==> src/rtl/decoder_scan.sv <==
// decoder_scan: registered N-to-2^N line decoder with 3-input enable gating and an auto-scan mode.
// Latency: every input affects the outputs one clock after the edge that samples it.
// Backpressure: none; free-running strobe generator, outputs update every cycle.
//
// Optional feature macro: DEC_BLANK_EN
//   defined   - each scan advance inserts one all-inactive BLANK cycle before the next line.
//   undefined - lines switch back-to-back with no gap.
//
// Ports:
//   i_clk      clock, rising edge
//   i_rst      asynchronous reset, active-high
//   i_e1_n     enable, active-low
//   i_e2_n     enable, active-low
//   i_e3       enable, active-high
//   i_mode     0 = DIRECT (decode i_addr), 1 = SCAN (auto-step)
//   i_addr     DIRECT select / SCAN load value
//   i_load     SCAN only: jump to i_addr
//   o_y_n      decoded lines, active level set by ACT_LOW, registered
//   o_cur_sel  index of the currently selected line, registered
//   o_wrap     one-cycle pulse when the scan steps from the last line to line 0
module decoder_scan #(
    parameter int SEL_W   = 3,
    parameter int DWELL   = 4,
    parameter int ACT_LOW = 1
) (
    input  logic                  i_clk,
    input  logic                  i_rst,
    input  logic                  i_e1_n,
    input  logic                  i_e2_n,
    input  logic                  i_e3,
    input  logic                  i_mode,
    input  logic [SEL_W-1:0]      i_addr,
    input  logic                  i_load,
    output logic [2**SEL_W-1:0]   o_y_n,
    output logic [SEL_W-1:0]      o_cur_sel,
    output logic                  o_wrap
);

    localparam int N  = 2**SEL_W;
    localparam int DW = (DWELL > 1) ? $clog2(DWELL) : 1;
    localparam logic [DW-1:0] DWELL_LAST = DW'(DWELL - 1);
    // All lines at their inactive level.
    localparam logic [N-1:0] Y_IDLE = {N{ACT_LOW != 0}};

    // ST_BLANK is only reachable when DEC_BLANK_EN is defined.
    typedef enum logic [1:0] {
        ST_OFF    = 2'd0,
        ST_DIRECT = 2'd1,
        ST_SCAN   = 2'd2,
        ST_BLANK  = 2'd3
    } state_t;

    state_t            r_state;
    logic [N-1:0]      r_y_n;
    logic [SEL_W-1:0]  r_cur_sel;
    logic [DW-1:0]     r_dwell;
    logic              r_wrap;

    logic              w_en;
    logic              w_last;
    logic              w_sel_max;
    logic [SEL_W-1:0]  w_sel_inc;
    logic [N-1:0]      w_line_cur;
    logic [N-1:0]      w_line_inc;
    logic [N-1:0]      w_line_addr;

    // One-hot line pattern for a select value, with the configured polarity.
    function automatic logic [N-1:0] f_line(input logic [SEL_W-1:0] sel);
        logic [N-1:0] v;
        v      = '0;
        v[sel] = 1'b1;
        return (ACT_LOW != 0) ? ~v : v;
    endfunction

    assign w_en        = ~i_e1_n & ~i_e2_n & i_e3;
    assign w_last      = (r_dwell == DWELL_LAST);
    assign w_sel_max   = &r_cur_sel;
    assign w_sel_inc   = r_cur_sel + SEL_W'(1);   // natural wrap modulo 2**SEL_W
    assign w_line_cur  = f_line(r_cur_sel);
    assign w_line_inc  = f_line(w_sel_inc);
    assign w_line_addr = f_line(i_addr);

    always_ff @(posedge i_clk or posedge i_rst) begin
        if (i_rst) begin
            r_state   <= ST_OFF;
            r_y_n     <= Y_IDLE;
            r_cur_sel <= '0;
            r_dwell   <= '0;
            r_wrap    <= 1'b0;
        end else if (!w_en) begin
            // Position and dwell hold so re-enabling resumes mid-line.
            r_state <= ST_OFF;
            r_y_n   <= Y_IDLE;
            r_wrap  <= 1'b0;
        end else if (!i_mode) begin
            r_state   <= ST_DIRECT;
            r_y_n     <= w_line_addr;
            r_cur_sel <= i_addr;
            r_dwell   <= '0;
            r_wrap    <= 1'b0;
        end else if (i_load) begin
            // Load wins over a coincident advance and never reports a wrap.
            r_state   <= ST_SCAN;
            r_y_n     <= w_line_addr;
            r_cur_sel <= i_addr;
            r_dwell   <= '0;
            r_wrap    <= 1'b0;
        end else if (r_state == ST_BLANK) begin
            // cur_sel already moved on entry to BLANK; just light it up.
            r_state <= ST_SCAN;
            r_y_n   <= w_line_cur;
            r_dwell <= '0;
            r_wrap  <= 1'b0;
        end else if (w_last) begin
`ifdef DEC_BLANK_EN
            r_state <= ST_BLANK;
            r_y_n   <= Y_IDLE;
`else
            r_state <= ST_SCAN;
            r_y_n   <= w_line_inc;
`endif
            r_cur_sel <= w_sel_inc;
            r_dwell   <= '0;
            r_wrap    <= w_sel_max;
        end else begin
            // Also the resume path from OFF/DIRECT: dwell keeps counting from where it held.
            r_state <= ST_SCAN;
            r_y_n   <= w_line_cur;
            r_dwell <= r_dwell + DW'(1);
            r_wrap  <= 1'b0;
        end
    end

`ifdef DEC_BLANK_EN
    logic [N-1:0] w_unused_inc;
    assign w_unused_inc = w_line_inc;
`endif

    assign o_y_n     = r_y_n;
    assign o_cur_sel = r_cur_sel;
    assign o_wrap    = r_wrap;

endmodule
==> config.mk <==
export PLATFORM = sky130hd
export DESIGN_NAME = decoder_scan
export DESIGN_NICKNAME = d
export VERILOG_FILES = /design/src/rtl/decoder_scan.sv
export SDC_FILE = /design/constraint.sdc
export NUM_CORES = 1
export LEC_CHECK = 0
export ABC_CLOCK_PERIOD_IN_PS = 5100
export BUFFER_PORTS_ARGS = -buffer_cell sky130_fd_sc_hd__buf_4
export CAP_MARGIN = 20
export CORE_UTILIZATION = 41
export CTS_CLUSTER_SIZE = 16
export DETAILED_ROUTE_END_ITERATION = 7
export GPL_ROUTABILITY_DRIVEN = 0
export SLEW_MARGIN = 25
export SYNTH_ARGS = -nofsm -noshare
export SYNTH_HDL_FRONTEND = slang
export SYNTH_SLANG_ARGS = --single-unit
==> constraint.sdc <==
create_clock -name i_clk -period 5.1 [get_ports i_clk]
set_clock_uncertainty 0.2 [all_clocks]
set_input_delay 1.275 -clock i_clk [delete_from_list [all_inputs] [get_ports i_clk]]
set_output_delay 1.275 -clock i_clk [all_outputs]
set_load 0.05 [all_outputs]
-- Yosys cells after proc, flatten, opt, wreduce, memory -nomap -nowiden
Index checks and enable logic that the tools add are counted.
- bitwise operators: 7
- eq/ne operators: 4
- $add $sub $neg: 2
- magnitude comparators: 6
- muxes and demuxes: 26
- reductions and logical operators: 5
- operators by type and width (kind ; number):
    $mux W8 ; 5
    $not A8 Y8 ; 3
    $lt A3 B4 Y1 const B ; 3
    $mux W2 ; 6
    $mux W3 ; 4
    $demux W1 S3 ; 3
    $ge A3 B1 Y1 const B ; 3
    $mux W1 ; 8
    $reduce_and A3 Y1 ; 2
    $eq A2 B2 Y1 const B ; 2
    $add A3 B1 Y3 const B ; 1
    $logic_and A1 B1 Y1 ; 3
    $ne A3 B1 Y1 const B ; 1
    $ne A3 B3 Y1 const B ; 1
    $add A2 B1 Y2 const B ; 1
    $and A1 B1 Y1 ; 2
    $not A1 Y1 ; 2
- register bits after elaboration: 16
- logic and storage cells: 55
- output and inout port bits: 12
- input port bits: 10

-- Logic depth before layout (Yosys ltp)
Gate-level depths: netlist (run 1).
- depth after elaboration: 11
- mapped depth: 5
- depth with buffers taken out: 5

-- Worst setup path before layout (run 1)
Ideal clock, no wire load.
- path kind: input -> register
- from: input i_e1_n
- to: register r_dwell[0]
- arrival: 2195 ps
- slack: 2639 ps
- setup time: 66 ps
- stages: 4
- required time: 4834 ps
- buffers on the path: 1
- path through: or3b_1 buf_2 a211oi_1 a22o_1
- cells in the longest elaborated chain, start to end: 3
- ends and longest elaborated chain (element ; line ; source):
    from (decl) ; 28 ; input logic i_e1_n,
    $not A1 Y1 ; 75 ; assign w_en = ~i_e1_n & ~i_e2_n & i_e3;
    $and A1 B1 Y1 (2 in series) ; 75 ;
    to (signal assigned) ; 129 ; r_dwell <= r_dwell + DW'(1);
    to (decl) ; 56 ; logic [DW-1:0] r_dwell;
No other way between the ends.
A chain may end at the register's enable or synchronous reset.

-- Final worst setup path (run 1)
- from: register r_cur_sel[0] (netlist: o_cur_sel[0])
- to: output o_cur_sel[0]
- RTL lines (element ; line ; source):
    from (decl) ; 55 ; logic [SEL_W-1:0] r_cur_sel;
    from (signal assigned) ; 98 ; r_cur_sel <= i_addr;
    from (signal assigned) ; 105 ; r_cur_sel <= i_addr;
    from (signal assigned) ; 122 ; r_cur_sel <= w_sel_inc;
    to (decl) ; 35 ; output logic [SEL_W-1:0] o_cur_sel,
No word-level cell between the ends.

==> results of run 1 <==
-- metrics by stage --
| step | instances | util (%) |
|---|---|---|
| 2_1_floorplan | 89 | - |
| 3_3_place_gp | 133 | 53.43 |
| 3_5_place_dp | 133 | 53.43 |
| 4_1_cts | 137 | 55.21 |
| 5_1_grt | 137 | 55.21 |
| 6_report | 137 | 55.21 |
-- metal layers --
metal | track usage [%] | vias to the layer above | part of all wire (%)
li1 | - | 388 | -
met1 | 28.08 | 392 | 47
met2 | 27.93 | 31 | 47
met3 | 4.012 | 4 | 5.3
met4 | 7.619 | 0 | 1.2
met5 | 0 | - | 0
-- sequential cells by signal (all words and copies together) (netlist names) --
signal and flops:
o_wrap 1, r_state 2, o_y_n 8, r_dwell 2, o_cur_sel 3
-- Yosys cell counts, types with 2 or more instances --
cell type	number
o21ai_0	2
o22ai_1	3
dfstp_2	8
nand2_1	3
nor3_1	2
ha_1	3
nor2_1	4
o31ai_1	3
nand2b_1	2
o211ai_1	3
nor3b_1	4
and4_1	2
o32a_1	2
and3b_1	2
a22oi_1	4
inv_1	6
a22o_1	2
nor4_1	2
dfrtp_1	8
-- layout make-up --
type | instances | area, sq um | area share (%)
Inverter | 6 | 22.52 | 1.998
Sequential cell | 16 | 410.4 | 36.40
Clock buffer | 4 | 36.28 | 3.219
Multi-Input combinational cell | 63 | 466.7 | 41.40
Tap cell | 27 | 33.78 | 2.997
Timing Repair Buffer | 21 | 157.7 | 13.98
-- cell families after synthesis --
kind of cell | count (synthesis) | synth area share, %
AO/OA/AOI/OAI | 28 | 23.35
flip-flops | 16 | 44.26
buffers and inverters | 10 | 5.397
multiplexers | 1 | 1.080
adder cells (fa/ha/maj) | 3 | 4.049
AND/OR/NAND/NOR | 31 | 21.86
-- power by group through the flow --
stage	Sequential, W	Clock, W	Combinational [W]
floorplan	0.000166	0	0.0000584
global placement	0.000152	0	0.000106
detailed placement	0.000152	0	0.000106
CTS	0.000150	0.0000910	0.000106
global route	0.000152	0.0000960	0.000117
finish	0.000150	0.0000888	0.000107
-- worst paths after layout --
check / start / end / slack [ns]
max in group asynchronous: i_rst / r_state[1]$_DFF_PP0_ / 3.46
min: r_dwell[1]$_DFFE_PP0P_ / r_dwell[1]$_DFFE_PP0P_ / 0.33
min in group asynchronous: i_rst / o_wrap$_DFF_PP0_ / 0.84
max reg2reg: o_cur_sel[0]$_DFFE_PP0P_ / o_y_n[4]$_DFF_PP1_ / 2.85
max: o_cur_sel[0]$_DFFE_PP0P_ / o_cur_sel[0] / 2.46
min reg2reg: r_dwell[1]$_DFFE_PP0P_ / r_dwell[1]$_DFFE_PP0P_ / 0.33
==> summary.md, run 1 <==
| Metric | Value |
|---|---|
| Worst hold path class | `reg -> reg` |
| CTS tree | `yes` |
| Post-synth ARST share | `100.0%` |
| Clk slew on worst S/H paths | `0.11 ns` |
| Root Driver | `clkbuf_4` |
| Max-slew violation count | `0` |
| Seq/Total Area, Yosys | `around 44%` |
| Yosys reg bits | `16` |
| Clk_lat worst skew | `0.30 ns` |
| Clk buf depth | `2` |
| Cell family with most CP delay | `flip-flops` |
| Post-Synthesis Cells | `89` |
| H-tree depth | `1` |
| CP max stage cell | `dfrtp_1` |
| Vias per cell | `about 5.9` |
| Crit path kind | `reg -> out` |
| Placement-stage cell area | `1091 sq um` |
| Crit path required time | `3.62 ns` |
| Worst-path cell chain | `buf_4` |
| Hold Violations, Final | `0` |
| Worst hold margin | `0.3344 ns` |
| Initial drt markers | `20` |
| WL final | `2144 um` |
| Clk pwr share | `25.7%` |
| Vias in the first global route | `760` |
| First-pass GRT wire length | `3657 um` |
| CP endpoint kind | `output pin` |
| Largest net degree at the start of global routing | `17` |
| Pwr/cell area | `307.1 nW/um^2` |
| # DRC | `0` |
| Syn avg cell area | `about 10 sq um` |
| Port Buffers | `21` |
| Final worst setup slack | `between 2 and 2.5 ns` |
| P_int | `0.0002193 W` |
| Slew @ Worst Pin | `0.6090 ns` |
| Share of cells above drive strength 1 | `between 30% and 40%` |
| Status | `complete, no violations` |
| Total Routing Usage GR | `19.42%` |
| DR vias | `815` |
| HPWL Detailed | `1539 um` |
| Fin nets | `124` |
| Final antenna-violating net count | `0` |
| Most common cell after layout, fill and taps aside | `buf_4` |
| Antenna violations before repair | `0` |
| Max_slew headroom | `59.35%` |
| Sequential share of power | `roughly 43%` |
| Area of the mapped netlist | `between 900 and 1000 sq um` |
| Critical path depth | `1` |
| Diode count | `0` |
| Global route overflow | `0` |
| Sw power | `0.0001269 W` |
| Die Area | `about 2500 sq um` |
| Hold path depth | `1` |
| Tot Pwr | `roughly 0.00035 W` |
| Die X-Extent | `49.56 um` |
| Die Ht | `49.56 um` |
| R2R depth | `5` |
| Clock Sinks | `16` |
| Fmax | `approximately 380 MHz` |
| Dpl ws | `about 2.4 ns` |
| Main flop type after synthesis | `dfstp_2` |
| # fillers | `191` |
| Initial core utilization | `between 40% and 50%` |
| Hold_buf cts | `0` |
| Synth Net Count | `102` |
| Synth warnings | `0` |
| WP buf/inv | `1` |
| Switching share of power | `between 30% and 40%` |
| DR pass1 iterations | `4` |
| CTS Buf Count | `3` |
| Row cnt | `16` |
| Post-synth top area share | `22.67%` |
| Largest area contributor in the netlist | `dfstp_2` |
| Core area | `2042 sq um` |
| Max-cap violations | `0` |
| Yosys cell types | `43` |
| Crit path largest cell delay | `0.59 ns` |
| Crit path max fanout | `11` |
| EDFF count, synth | `0` |
| Combinational group share of total power | `between 30% and 40%` |
| Min Tclk post-route | `roughly 2.6 ns` |
| Layout overhead on the synthesized area | `21.59%` |
| WP data arrival | `around 1.2 ns` |
| Cts repair resizes | `0` |
| Final setup violation count | `0` |
| Critical Path Source Type | `flop` |
| Final period utilization | `between 50% and 60%` |
| Final Cell Area | `1127 sq um` |
| Lkg Pwr | `0.4916 nW` |
| Most frequent cells in the layout | `21 x buf_4, 8 x dfrtp_1, 8 x dfstp_2` |
| Peak VDD IR | `0.0001579 V` |
| Area contributors post-synth | `dfstp_2 23%, dfrtp_1 22%, ha_1 4.0%, a22oi_1 3.2%, nor3b_1 3.2%` |
| DR WL/cell | `15.65 um` |
| Setup TNS | `0 ns` |
| Post-CTS setup buffer count | `0` |
| RSZ-0062 raised after global routing | `false` |
| Top Ports | `22` |
(Power assumes the default switching activity.)
==> run 2, diff against run 1 <==
--- a/config.mk
+++ b/config.mk
@@ -5,13 +5,15 @@
 export SDC_FILE = /design/constraint.sdc
 export NUM_CORES = 1
 export LEC_CHECK = 0
-export ABC_CLOCK_PERIOD_IN_PS = 5100
+export ABC_AREA = 1
+export ABC_CLOCK_PERIOD_IN_PS = 2270
 export BUFFER_PORTS_ARGS = -buffer_cell sky130_fd_sc_hd__buf_4
 export CAP_MARGIN = 20
 export CORE_UTILIZATION = 41
 export CTS_CLUSTER_SIZE = 16
 export DETAILED_ROUTE_END_ITERATION = 7
 export GPL_ROUTABILITY_DRIVEN = 0
+export PLACE_DENSITY = 0.66
 export SLEW_MARGIN = 25
 export SYNTH_ARGS = -nofsm -noshare
 export SYNTH_HDL_FRONTEND = slang
==> constraint.sdc (replaced) <==
create_clock -name i_clk -period 2.27 [get_ports i_clk]
set_clock_uncertainty 0.2 [all_clocks]
set_input_delay 0.5675 -clock i_clk [delete_from_list [all_inputs] [get_ports i_clk]]
set_output_delay 0.5675 -clock i_clk [all_outputs]
set_load 0.05 [all_outputs]
==> run 2 against run 1 <==
Compared with the run above: routed wire length fell by 5.1%; hold slack worse by 0.20 ns; cell count rose by 35%; die area up 3.1%; first-iteration DRC count grew 60%; register-to-register slack lost 2.4 ns; design area rose by 3.2%; global-route usage fell by 2.0 points; critical path type unchanged; largest cell class unchanged; largest power group unchanged.
==> summary.md, run 2 <==
| Metric | Value |
|---|---|
| Sequential share of power | `43.3% (was 43.4%)` |
| Post-synth ARST share | `100.0% (unchanged)` |
| Die Ht | `50.32 um (was 49.56 um)` |
| Post-Synthesis Cells | `134 (was 89)` |
| Critical Path Source Type | `flop (unchanged)` |
| Post-CTS setup buffer count | `0 (unchanged)` |
| Pwr/cell area | `657.6 nW/um^2 (was 307.1 nW/um^2)` |
| Max-cap violations | `0 (unchanged)` |
| CTS tree | `yes (unchanged)` |
| Switching share of power | `37.12% (was 36.67%)` |
| WL final | `2035 um (was 2144 um)` |
| Hold_buf cts | `0 (unchanged)` |
| Initial drt markers | `32 (was 20)` |
| Clock Sinks | `16 (unchanged)` |
| Main flop type after synthesis | `dfstp_2 (unchanged)` |
| Root Driver | `clkbuf_4 (unchanged)` |
| H-tree depth | `1 (unchanged)` |
| Cts repair resizes | `0 (unchanged)` |
| DR vias | `911 (was 815)` |
| Peak VDD IR | `0.0003833 V (was 0.0001579 V)` |
| Worst-path cell chain | `buf_4 (unchanged)` |
| Final period utilization | `78.98%` |
| Final setup violation count | `0 (unchanged)` |
| WP data arrival | `1.03 ns (was 1.16 ns)` |
| Crit path max fanout | `6 (was 11)` |
| Port Buffers | `21 (unchanged)` |
| Final Cell Area | `1164 sq um (was 1127 sq um)` |
| Yosys reg bits | `16 (unchanged)` |
| Sw power | `0.0002840 W (was 0.0001269 W)` |
| First-pass GRT wire length | `3325 um (was 3657 um)` |
| Top Ports | `22 (unchanged)` |
| Row cnt | `17 (was 16)` |
| Max_slew headroom | `61.26% (was 59.35%)` |
| Die X-Extent | `50.32 um (was 49.56 um)` |
| Synth Net Count | `147 (was 102)` |
| Area of the mapped netlist | `957.2 sq um (was 927.1 sq um)` |
| Placement-stage cell area | `1127 sq um (was 1091 sq um)` |
| Vias in the first global route | `789 (was 760)` |
| Combinational group share of total power | `32.5% (was 30.9%)` |
| DR pass1 iterations | `4 (unchanged)` |
| Clk buf depth | `2 (unchanged)` |
| EDFF count, synth | `0 (unchanged)` |
| DR WL/cell | `11.00 um (was 15.65 um)` |
| Yosys cell types | `16 (was 43)` |
| Max reg flops | `8 (unchanged)` |
| Status | `complete, no violations (unchanged)` |
| # DRC | `0 (unchanged)` |
| Clk pwr share | `24.2% (was 25.7%)` |
| Layout overhead on the synthesized area | `21.57% (was 21.59%)` |
| CTS Buf Count | `3 (unchanged)` |
| Fin nets | `171 (was 124)` |
| Post-synth top area share | `21.96% (was 22.67%)` |
| Final worst setup slack | `0.4772 ns (was 2.460 ns)` |
| Largest area contributor in the netlist | `dfstp_2 (unchanged)` |
| Top cells by count, synth | `49 x nand2_1, 16 x nand3_1, 14 x nor2_1 (was 8 x dfrtp_1, 8 x dfstp_2, 6 x inv_1)` |
| CP max stage cell | `dfrtp_1 (unchanged)` |
| Area contributors post-synth | `dfstp_2 22%, dfrtp_1 21%, nand2_1 19%, nand3_1 8.4%, nor2_1 5.5% (was dfstp_2 23%, dfrtp_1 22%, ha_1 4.0%, a22oi_1 3.2%, nor3b_1 3.2%)` |
| Hold Violations, Final | `0 (unchanged)` |
| RSZ-0062 raised after global routing | `false (unchanged)` |
| P_int | `0.0004812 W (was 0.0002193 W)` |
| Synth warnings | `0 (unchanged)` |
| Syn avg cell area | `7.143 sq um (was 10.42 sq um)` |
| Diode count | `0 (unchanged)` |
| Final antenna-violating net count | `0 (unchanged)` |
| Fmax | `557.8 MHz` |
| R2r setup slk | `0.48 ns (was 2.85 ns)` |
| Core area | `2212 sq um (was 2042 sq um)` |
| Crit path largest cell delay | `0.49 ns (was 0.59 ns)` |
| Initial core utilization | `43.27% (was 45.40%)` |
| Setup TNS | `0 ns (unchanged)` |
| Most frequent cell after synthesis | `nand2_1` |
| Antenna violations before repair | `0 (unchanged)` |
| Dpl ws | `0.5077 ns (was 2.382 ns)` |
| Crit path required time | `1.50 ns (was 3.62 ns)` |
| CP endpoint kind | `output pin (unchanged)` |
| Max-slew violation count | `0 (unchanged)` |
| Seq/Total Area, Yosys | `42.88% (was 44.26%)` |
| HPWL Detailed | `1564 um (was 1539 um)` |
| Share of cells above drive strength 1 | `28.03% (was 33.64%)` |
| Clk_lat worst skew | `0.28 ns (was 0.30 ns)` |
| Global route overflow | `0 (unchanged)` |
| Min Tclk post-route | `1.793 ns` |
| Crit path kind | `reg -> out (unchanged)` |
| Total Routing Usage GR | `17.44% (was 19.42%)` |
| Most common cell after layout, fill and taps aside | `nand2_1 (was buf_4)` |
| Slew @ Worst Pin | `0.5804 ns (was 0.6090 ns)` |
| Vias per cell | `4.924 (was 5.949)` |
| Worst hold path class | `in -> async (was reg -> reg)` |
| Largest net degree at the start of global routing | `17 (unchanged)` |
| Die Area | `2532 sq um (was 2456 sq um)` |
| Lkg Pwr | `0.5979 nW (was 0.4916 nW)` |
| Tot Pwr | `0.0007651 W (was 0.0003462 W)` |
| Cell family with most CP delay | `flip-flops (unchanged)` |
| Clk slew on worst S/H paths | `0.09 ns (was 0.11 ns)` |
| Most frequent cells in the layout | `49 x nand2_1, 21 x buf_4, 16 x nand3_1 (was 21 x buf_4, 8 x dfrtp_1, 8 x dfstp_2)` |
| WP buf/inv | `1 (unchanged)` |
==> run 2: cell families (layout without fill, tap and decap cells) <==
logic type | Yosys count | in the layout | synth area share, %
AO/OA/AOI/OAI | 8 | 8 | 4.575
adder cells (fa/ha/maj) | 3 | 3 | 3.922
buffers and inverters | 18 | 41 | 8.628
flip-flops | 16 | 16 | 42.88
AND/OR/NAND/NOR | 89 | 89 | 40.00
==> run 2: metrics by stage <==
step                cells  hold WS, ns  utilization [%]
floorplan             134       0.2570                -
global placement      181       0.2790            50.96
detailed placement    181       0.2923            50.96
CTS                   185       0.1522            52.60
global route          185       0.1929            52.60
finish                185       0.1378            52.60
==> run 2: power groups by stage <==
stage	Clock (W)	Sequential, W	Combinational (W)
final	0.000185	0.000332	0.000248
after global routing	0.000203	0.000335	0.000273
after CTS	0.000193	0.000331	0.000249
after detailed placement	0	0.000336	0.000248
after global placement	0	0.000333	0.000246
after floorplan	0	0.000380	0.000132
==> run 2: layout make-up <==
| type | instances | area [sq um] |
|---|---|---|
| Clock buffer | 4 | 36.28 |
| Fill cell | 232 | 1049 |
| Inverter | 16 | 60.06 |
| Multi-Input combinational cell | 100 | 464.2 |
| Sequential cell | 16 | 410.4 |
| Tap cell | 28 | 35.03 |
| Timing Repair Buffer | 21 | 157.7 |
==> run 2: layer usage <==
layer / track usage, % / share of wire, % / up-vias / wire, um
li1: - / - / 467 / -
met1: 23.53 / 46 / 424 / 941
met2: 27.78 / 50 / 18 / 1026
met3: 1.818 / 2.6 / 2 / 53
met4: 8.333 / 0.59 / 0 / 12
met5: 0 / 0 / - / 0
==> run 2: worst paths after layout <==
path | start | endpoint | cells past startpoint
max in group asynchronous | i_rst | o_y_n[5]$_DFF_PP1_ | 2
worst max register to register | o_cur_sel[0]$_DFFE_PP0P_ | o_y_n[2]$_DFF_PP1_ | 8
min in group i_clk | i_mode | r_state[0]$_DFF_PP0_ | 2
worst max-delay path | o_cur_sel[0]$_DFFE_PP0P_ | o_cur_sel[0] | 1
worst min-delay path | i_rst | r_dwell[1]$_DFFE_PP0P_ | 2
worst min register to register | r_dwell[1]$_DFFE_PP0P_ | r_dwell[1]$_DFFE_PP0P_ | 2
==> run 3, diff against run 2 <==
--- a/config.mk
+++ b/config.mk
@@ -6,14 +6,13 @@
 export NUM_CORES = 1
 export LEC_CHECK = 0
 export ABC_AREA = 1
-export ABC_CLOCK_PERIOD_IN_PS = 2270
+export ABC_CLOCK_PERIOD_IN_PS = 1800
 export BUFFER_PORTS_ARGS = -buffer_cell sky130_fd_sc_hd__buf_4
 export CAP_MARGIN = 20
 export CORE_UTILIZATION = 41
 export CTS_CLUSTER_SIZE = 16
 export DETAILED_ROUTE_END_ITERATION = 7
 export GPL_ROUTABILITY_DRIVEN = 0
-export PLACE_DENSITY = 0.66
 export SLEW_MARGIN = 25
 export SYNTH_ARGS = -nofsm -noshare
 export SYNTH_HDL_FRONTEND = slang
==> constraint.sdc (replaced) <==
create_clock -name i_clk -period 1.8 [get_ports i_clk]
set_clock_uncertainty 0.2 [all_clocks]
set_input_delay 0.45 -clock i_clk [delete_from_list [all_inputs] [get_ports i_clk]]
set_output_delay 0.45 -clock i_clk [all_outputs]
set_load 0.05 [all_outputs]
==> run 3 against run 2 <==
Compared with the run above: die area unchanged; critical path depth up 7; first-iteration DRC count down 9.4%; non-clock buffer count up 4; sequential power up 23%; via count up 0.22%; largest power group unchanged; global-route usage up 0.55 points; register-to-register slack worse by 0.38 ns; power up 30%; design area up 3.0%; hold slack worse by 0.016 ns; flip-flop and latch count unchanged.
==> summary.md, run 3 (same netlist as run 2, synthesis figures left out) <==
| Metric | Value |
|---|---|
| Root Driver | `clkbuf_4 (unchanged)` |
| Die Area | `2532 sq um (unchanged)` |
| CP endpoint kind | `flop (was output pin)` |
| Crit path max fanout | `4 (was 6)` |
| Port Buffers | `21 (unchanged)` |
| DR WL/cell | `11.12 um (was 11.00 um)` |
| Sw power | `0.0003698 W (was 0.0002840 W)` |
| Layout overhead on the synthesized area | `25.23% (was 21.57%)` |
| GR Layer Usage met2 | `30.67% (was 27.78%)` |
| Die Ht | `50.32 um (unchanged)` |
| Pwr/cell area | `830.0 nW/um^2 (was 657.6 nW/um^2)` |
| HPWL Detailed | `1650 um (was 1564 um)` |
| Clk_lat worst skew | `0.29 ns (was 0.28 ns)` |
| Global route overflow | `0 (unchanged)` |
| Setup TNS | `0 ns (unchanged)` |
| GR met1 Demand/Resource | `22.71% (was 23.53%)` |
| Antenna violations before repair | `0 (unchanged)` |
| Final period utilization | `94.45%` |
| Most frequent cells in the layout | `49 x nand2_1, 24 x buf_4, 16 x nand3_1 (was 49 x nand2_1, 21 x buf_4, 16 x nand3_1)` |
| Total Routing Usage GR | `17.99% (was 17.44%)` |
| Slew @ Worst Pin | `0.3889 ns (was 0.5804 ns)` |
| Max reg flops | `8 (unchanged)` |
| Sequential share of power | `40.9% (was 43.3%)` |
| Final Cell Area | `1199 sq um (was 1164 sq um)` |
| # DRC | `0 (unchanged)` |
| Crit path kind | `reg -> reg (was reg -> out)` |
| Min Tclk post-route | `1.700 ns` |
| Lkg Pwr | `0.6145 nW (was 0.5979 nW)` |
| Initial core utilization | `43.27% (unchanged)` |
| Core area | `2212 sq um (unchanged)` |
| Clock Sinks | `16 (unchanged)` |
| Fmax | `588.2 MHz` |
| Row cnt | `17 (unchanged)` |
| Hold Violations, Final | `0 (unchanged)` |
| Top Ports | `22 (unchanged)` |
| Initial drt markers | `29 (was 32)` |
| WP data arrival | `1.72 ns (was 1.03 ns)` |
| DR pass1 iterations | `4 (unchanged)` |
| DR vias | `913 (was 911)` |
| Met3 Use GR | `1.818% (unchanged)` |
| P_int | `0.0006251 W (was 0.0004812 W)` |
| Max-slew violation count | `0 (unchanged)` |
| Max-cap violations | `0 (unchanged)` |
| Max_slew headroom | `74.05% (was 61.26%)` |
| H-tree depth | `1 (unchanged)` |
| Layer with the highest usage | `met2 (unchanged)` |
| CTS Buf Count | `3 (unchanged)` |
| Fin nets | `175 (was 171)` |
| Peak VDD IR | `0.0005660 V (was 0.0003833 V)` |
| Vias per cell | `4.831 (was 4.924)` |
| Placement-stage cell area | `1145 sq um (was 1127 sq um)` |
| Final setup violation count | `0 (unchanged)` |
| CTS tree | `yes (unchanged)` |
| Clk pwr share | `24.4% (was 24.2%)` |
| Crit path required time | `1.82 ns (was 1.50 ns)` |
| WL final | `2101 um (was 2035 um)` |
| Die X-Extent | `50.32 um (unchanged)` |
| Clk slew on worst S/H paths | `0.10 ns (was 0.09 ns)` |
| Diode count | `0 (unchanged)` |
| Cts repair resizes | `0 (unchanged)` |
| Critical Path Source Type | `flop (unchanged)` |
| Vias in the first global route | `808 (was 789)` |
| Switching share of power | `37.17% (was 37.12%)` |
| Worst hold path class | `in -> reg (was in -> async)` |
| Share of cells above drive strength 1 | `30.43% (was 28.03%)` |
| Final antenna-violating net count | `0 (unchanged)` |
| Combinational group share of total power | `34.7% (was 32.5%)` |
| First-pass GRT wire length | `3408 um (was 3325 um)` |
| RSZ-0062 raised after global routing | `false (unchanged)` |
| Status | `complete, no violations (unchanged)` |
| Largest net degree at the start of global routing | `14 (was 17)` |
| Most common cell after layout, fill and taps aside | `nand2_1 (unchanged)` |
| Clk buf depth | `2 (unchanged)` |
==> run 3: cell types whose count changed in the layout (fill, tap and decap cells not counted), sizes merged <==
cell	delta
dlygate4sd3	+1
buf	+3
==> run 3: worst paths after layout <==
kind,startpoint,to,slack [ns],cells after the start
setup / recovery,o_cur_sel[0]$_DFFE_PP0P_,o_y_n[2]$_DFF_PP1_,0.1,8
hold / removal,i_mode,r_state[0]$_DFF_PP0_,0.12,2
setup reg to reg,o_cur_sel[0]$_DFFE_PP0P_,o_y_n[2]$_DFF_PP1_,0.1,8
hold reg to reg,r_dwell[1]$_DFFE_PP0P_,r_dwell[1]$_DFFE_PP0P_,0.35,2
max in group asynchronous,i_rst,o_y_n[2]$_DFF_PP1_,0.38,4
min in group asynchronous,i_rst,r_dwell[1]$_DFFE_PP0P_,0.49,3
==> run 3: critical path, stage by stage, from the launching register on <==
cell and delay (ns):
dfrtp_2 0.42, ha_1 0.20, ha_1 0.32, inv_1 0.10
nand2_1 0.05, nor2_1 0.13, nand2_1 0.07, nand3_1 0.09
nand2_1 0.05
==> run 3: power groups by stage <==
stage               Clock, W  Sequential, W  Combinational [W]
finish              0.000242       0.000407           0.000346
global route        0.000260       0.000410           0.000389
floorplan                  0       0.000482           0.000167
CTS                 0.000246       0.000410           0.000335
detailed placement         0       0.000416           0.000331
global placement           0       0.000415           0.000329
==> run 3: per-layer routing <==
| metal | vias up | share of wire (%) |
|---|---|---|
| met1 | 421 | 47 |
| met3 | 0 | 3.9 |
| li1 | 473 | - |
| met5 | - | 0 |
| met2 | 19 | 49 |
| met4 | 0 | 0 |
==> run 3: area by class of cell <==
type	count	area, sq um
Fill cell	246	1013
Multi-Input combinational cell	100	464.2
Inverter	16	60.06
Tap cell	28	35.03
Sequential cell	16	412.9
Clock buffer	4	36.28
Timing Repair Buffer	25	190.2
==> run 3: repair_timing <==
action,4_1_cts,5_1_grt
buffers inserted,0,1
endpoints found under the setup margin,0,3
endpoints found under the hold margin,8,0
hold buffers,1,0
==> run 3: through the flow <==
| stage | std cells | total power (W) | hold slack [ns] | util (%) | setup WS, ns |
|---|---|---|---|---|---|
| 2_1_floorplan | 134 | 0.0006483 | 0.1579 | - | 0.03279 |
| 3_3_place_gp | 183 | 0.0007441 | 0.2512 | 51.75 | 0.1451 |
| 3_5_place_dp | 183 | 0.0007474 | 0.2625 | 51.75 | 0.1187 |
| 4_1_cts | 188 | 0.0009911 | 0.1205 | 53.85 | 0.09085 |
| 5_1_grt | 189 | 0.001059 | 0.1241 | 54.19 | 0.009489 |
| 6_report | 189 | 0.0009949 | 0.1221 | 54.19 | 0.09994 |
